`src/rtl/adder_arb_ctrl.sv`:
```
// Round-robin arbiter sharing one 16-bit adder between two requesters.
// Define ADDER_ARB_STATS_EN to build op_count / ovf_sticky statistics.

module adder_16bit (
  input  logic [15:0] a,
  input  logic [15:0] b,
  input  logic        cin,
  output logic [15:0] sum,
  output logic        overflow
);

  // overflow is two's-complement: same-sign inputs, different-sign sum
  always_comb begin
    sum      = a + b + {15'b0, cin};
    overflow = (a[15] == b[15]) && (sum[15] != a[15]);
  end

endmodule

module adder_arb_ctrl #(
  parameter int ADD_LAT = 2
) (
  input  logic        clk,
  input  logic        rst,
  input  logic        req0_valid,
  input  logic [15:0] req0_a,
  input  logic [15:0] req0_b,
  input  logic        req0_cin,
  output logic        req0_ready,
  input  logic        req1_valid,
  input  logic [15:0] req1_a,
  input  logic [15:0] req1_b,
  input  logic        req1_cin,
  output logic        req1_ready,
  output logic        resp_valid,
  output logic [15:0] resp_sum,
  output logic        resp_overflow,
  output logic        resp_id,
  input  logic        resp_ready,
  output logic [7:0]  op_count,
  output logic        ovf_sticky
);

  typedef enum logic [1:0] {
    IDLE,
    SETTLE,
    RESP
  } state_t;

  localparam logic [1:0] LAT_M1 = 2'(ADD_LAT - 1);

  state_t      state;
  state_t      next;
  logic        last_grant;
  logic        grant0;
  logic        grant1;
  logic        accept;
  logic [1:0]  cnt;
  logic [15:0] op_a;
  logic [15:0] op_b;
  logic        op_cin;
  logic        op_id;
  logic [15:0] add_sum;
  logic        add_ovf;

  adder_16bit u_add (
    .a        (op_a),
    .b        (op_b),
    .cin      (op_cin),
    .sum      (add_sum),
    .overflow (add_ovf)
  );

  always_comb begin
    grant0 = 1'b0;
    grant1 = 1'b0;
    next   = state;
    unique case (state)
      IDLE: begin
        if (req0_valid && req1_valid) begin
          grant0 = last_grant;
          grant1 = !last_grant;
        end else begin
          grant0 = req0_valid;
          grant1 = req1_valid;
        end
        if (grant0 || grant1) next = SETTLE;
      end
      SETTLE: if (cnt == 2'd0) next = RESP;
      RESP:   if (resp_ready) next = IDLE;
      default: next = IDLE;
    endcase
  end

  assign accept     = grant0 || grant1;
  assign req0_ready = grant0 && !rst;
  assign req1_ready = grant1 && !rst;
  assign resp_valid = (state == RESP);

  always_ff @(posedge clk or posedge rst) begin
    if (rst) state <= IDLE;
    else     state <= next;
  end

  always_ff @(posedge clk or posedge rst) begin
    if (rst) begin
      last_grant    <= 1'b1;
      cnt           <= 2'd0;
      op_a          <= 16'h0;
      op_b          <= 16'h0;
      op_cin        <= 1'b0;
      op_id         <= 1'b0;
      resp_sum      <= 16'h0;
      resp_overflow <= 1'b0;
      resp_id       <= 1'b0;
    end else begin
      if (accept) begin
        op_a       <= grant1 ? req1_a : req0_a;
        op_b       <= grant1 ? req1_b : req0_b;
        op_cin     <= grant1 ? req1_cin : req0_cin;
        op_id      <= grant1;
        last_grant <= grant1;
        cnt        <= LAT_M1;
      end
      if (state == SETTLE) begin
        if (cnt == 2'd0) begin
          resp_sum      <= add_sum;
          resp_overflow <= add_ovf;
          resp_id       <= op_id;
        end else begin
          cnt <= cnt - 2'd1;
        end
      end
    end
  end

`ifdef ADDER_ARB_STATS_EN
  logic [7:0] cnt_q;
  logic       stk_q;

  always_ff @(posedge clk or posedge rst) begin
    if (rst) begin
      cnt_q <= 8'h0;
      stk_q <= 1'b0;
    end else if (resp_valid && resp_ready) begin
      cnt_q <= cnt_q + 8'h1;
      if (resp_overflow) stk_q <= 1'b1;
    end
  end

  assign op_count   = cnt_q;
  assign ovf_sticky = stk_q;
`else
  assign op_count   = 8'h0;
  assign ovf_sticky = 1'b0;
`endif

endmodule

```
`config.mk`:
```
export PLATFORM = sky130hd
export DESIGN_NAME = adder_arb_ctrl
export DESIGN_NICKNAME = d
export VERILOG_FILES = /design/src/rtl/adder_arb_ctrl.sv
export SDC_FILE = /design/constraint.sdc
export NUM_CORES = 1
export LEC_CHECK = 0
export ABC_CLOCK_PERIOD_IN_PS = 5600
export CAP_MARGIN = 30
export CORE_MARGIN = 2
export CORE_UTILIZATION = 60
export CTS_CLUSTER_DIAMETER = 30
export CTS_CLUSTER_SIZE = 20
export DETAILED_ROUTE_END_ITERATION = 7
export DONT_BUFFER_PORTS = 1
export HOLD_SLACK_MARGIN = 0.02
export PLACE_DENSITY = 0.76
export RECOVER_POWER = 25
export SYNTH_ARGS = -nofsm -noshare
export SYNTH_HDL_FRONTEND = slang
export SYNTH_SLANG_ARGS = --single-unit
```
`constraint.sdc`:
```
create_clock -name clk -period 5.6 [get_ports clk]
set_clock_uncertainty 0.2 [all_clocks]
set_input_delay 1.12 -clock clk [delete_from_list [all_inputs] [get_ports clk]]
set_output_delay 1.12 -clock clk [all_outputs]
set_load 0.02 [all_outputs]
```
==> metrics.cfg <==
[run_status]
status=complete, no violations

[detailed_routing]
post-route-drc-count=0
drtPass1Iterations=4
dr_total_vias=2538
wirelength_mm=6.77
viasPerCell=5.92
post_drt_wl_per_cell_um=15.8
drt-initial-drc-count=150
ant_nets=0

[die]
start_util_pct=61.8
die_h_um=79.1
io-pin-count=101
die_x_um=79.1
die-area_um2=6250
core_area_um2=5470
rows=27

[yosys]
synth-compound-area-share_pct=19.4
synth-edff-count=0
synthSimpleGateAreaFrac_pct=14.1
seq_area_frac_synth_pct=42.2
synth_area_leaders=dfrtp_1 41%, mux2i_1 9.5%, nand2_1 6.3%
synth_top_area_cell=dfrtp_1
synth_top_family_by_area=compound AO/OA/AOI/OAI gates
synth_top_area_share_pct=41.4
synth-seq-cells=57
yosysWarningCount=0
syn_area_um2=3380
async_flop_share_pct=100
synth_mux_area_share_pct=9.80
syn_inst=357
syn_area_per_cell_um2=9.47
synth_fa_ha_area_share_pct=6.36
yosysUniqueCellTypes=52
synth-xor-area-share_pct=1.81
ys.flop_type=dfrtp_1

[worst_setup_path]
critPathMaxStageDelay_ps=560
crit_type=in -> out
crit_family=buffers and inverters
cp_data_arrival_time_ps=2070
path_max_fanout=58
critPathLaunchType=input port
required_ps=4280
path_buf_inv=2
end_kind=primary output
slowest_stage=buf_4
crit_chain=inv_1 -> buf_4 -> and2_1

[power]
p_per_area_nw_per_um2=683
power_mw=2.45
irDropWorstVdd_mv=0.417
p_leak_nw=1.61

[timing]
hold_viol_final=0
fin_tns_setup_ps=0
fin_crit_sh_pct=60.6
setup_viol=0
slew_headroom_pct=10.7
tightest_slew_ps=1340
fin_crit_ps=3390
rsz0062_at_grt=false
maxSlewViolCount=0
fmax_ghz=0.295

[clock_tree]
insertion_delay_ps=340
cts_root_buf=clkbuf_8
cts_buffer_depth=2
cts_setup_buffers=0
clk_pin_slew_worst_paths_ps=70
tritoncts=built
ctsResizeCount=0
h-tree-depth=3
cts_hold_buf=0
cts.sinks=57
numCtsBuffers=9

[global_route]
grt_pass1_vias=2397
antenna_found_initial=0
grt.overflow.total=0
grt_pass1_wl_mm=11.3
grt.total_usage_pct=23.6
grt_max_degree=59

[finish]
final_cell_mix=57 x nand2_1, 56 x dfrtp_1, 32 x mux2i_1
layout-drive-gt1-share_pct=9.52
diodes=0
register_area_um2=1430
fill_cells=464
multi_input_area_um2=1780
fin_cells=429
final_common_cell=nand2_1
final_core_util_pct=65.4
areaGrowthSynthToFinish_pct=5.85
final_nets=440

[placement]
dp_hpwl_mm=5.00
place_inst=414
gp_congestion=0.927
port_buffers=0

[run]
maxCapViolCount=0

[worst_hold_path]
hold_path.class=reg -> reg

## area by class of cell
cell class	instances	share of cell area, %
multi-input combinational	271	49.8
sequential	57	39.9
tap	72	2.52
timing repair buffer	4	0.734
clock inverter	2	0.979
inverter	10	1.05
clock buffer	13	5.00
## worst reg2reg max path: cells and delay by family (launching register included)
family                     cells  cell delay [ps]
DFF                            1              400
and+or+nand+nor                2              470
buffers and inverters          1               90
AOI/OAI and AO/OA              3              530
adders and majority gates      2              690
## path summary, 6_finish.rpt
kind | depth (start not counted) | slack, ps | endpoint | startpoint
hold reg to reg | 2 | 290 | op_a[11] | op_a[11]
hold / removal | 2 | 290 | op_a[11] | op_a[11]
setup reg to reg | 8 | 3070 | resp_sum[12] | op_a[0]
setup / recovery | 3 | 2210 | req0_ready | rst
min in group asynchronous | 2 | 680 | cnt[0] | rst
max in group asynchronous | 2 | 4060 | resp_sum[13] | rst
## metal layers
layer,wire length (µm),part of all wire (%),GRT usage (%),up-vias
li1,-,-,-,1245
met3,425,6.3,5.57,13
met4,147,2.2,11.2,0
met2,3060,45,36.0,91
met5,0,0,0,-
met1,3130,46,32.0,1189
## Yosys cell counts (2+ instances only)
library cell	count
a211o_1	2
a211oi_1	2
a21o_1	4
a21oi_1	17
a21oi_2	3
a222oi_1	2
a31oi_1	2
and2_1	3
and3_1	3
buf_2	5
buf_4	11
buf_6	3
clkbuf_1	7
dfrtp_1	56
fa_1	2
ha_1	14
inv_1	10
mux2i_1	32
nand2_1	57
nand2b_1	3
nand3_1	11
nand4_1	5
nor2_1	10
nor3_1	8
o211a_1	2
o211ai_2	2
o21a_1	5
o21ai_0	16
o21ai_1	31
o221ai_1	2
xnor2_1	3
xor2_1	4
## power by group
part | switching [mW] | internal, mW
clock | 0.159 | 0.251
sequential | 0.214 | 0.615
combinational | 0.736 | 0.471
total | 1.11 | 1.34
## flip-flops by register name, summed over array words and instances (netlist names)
register,flops
cnt,2
op_id,1
last_grant,1
resp_sum,16
op_b,16
resp_id,1
state,2
resp_overflow,1
op_a,16
op_cin,1
## through the flow
stage / hold WS (ps) / setup WS, ps / instance area (µm²)
after floorplan: 256 / 1580 / 3410
after global placement: 271 / 2180 / 3370
after detailed placement: 277 / 2170 / 3370
after CTS: 294 / 2180 / 3590
after global routing: 326 / 2060 / 3580
final: 289 / 2210 / 3580
## logic make-up after synthesis
family                     after synthesis
and+or+nand+nor                        105
AOI/OAI and AO/OA                      101
DFF                                     57
buffers and inverters                   37
muxes                                   33
adders and majority gates               16
xor gates and xnor gates                 7
other                                    1
No activity file was read; power rests on OpenSTA's default activity.
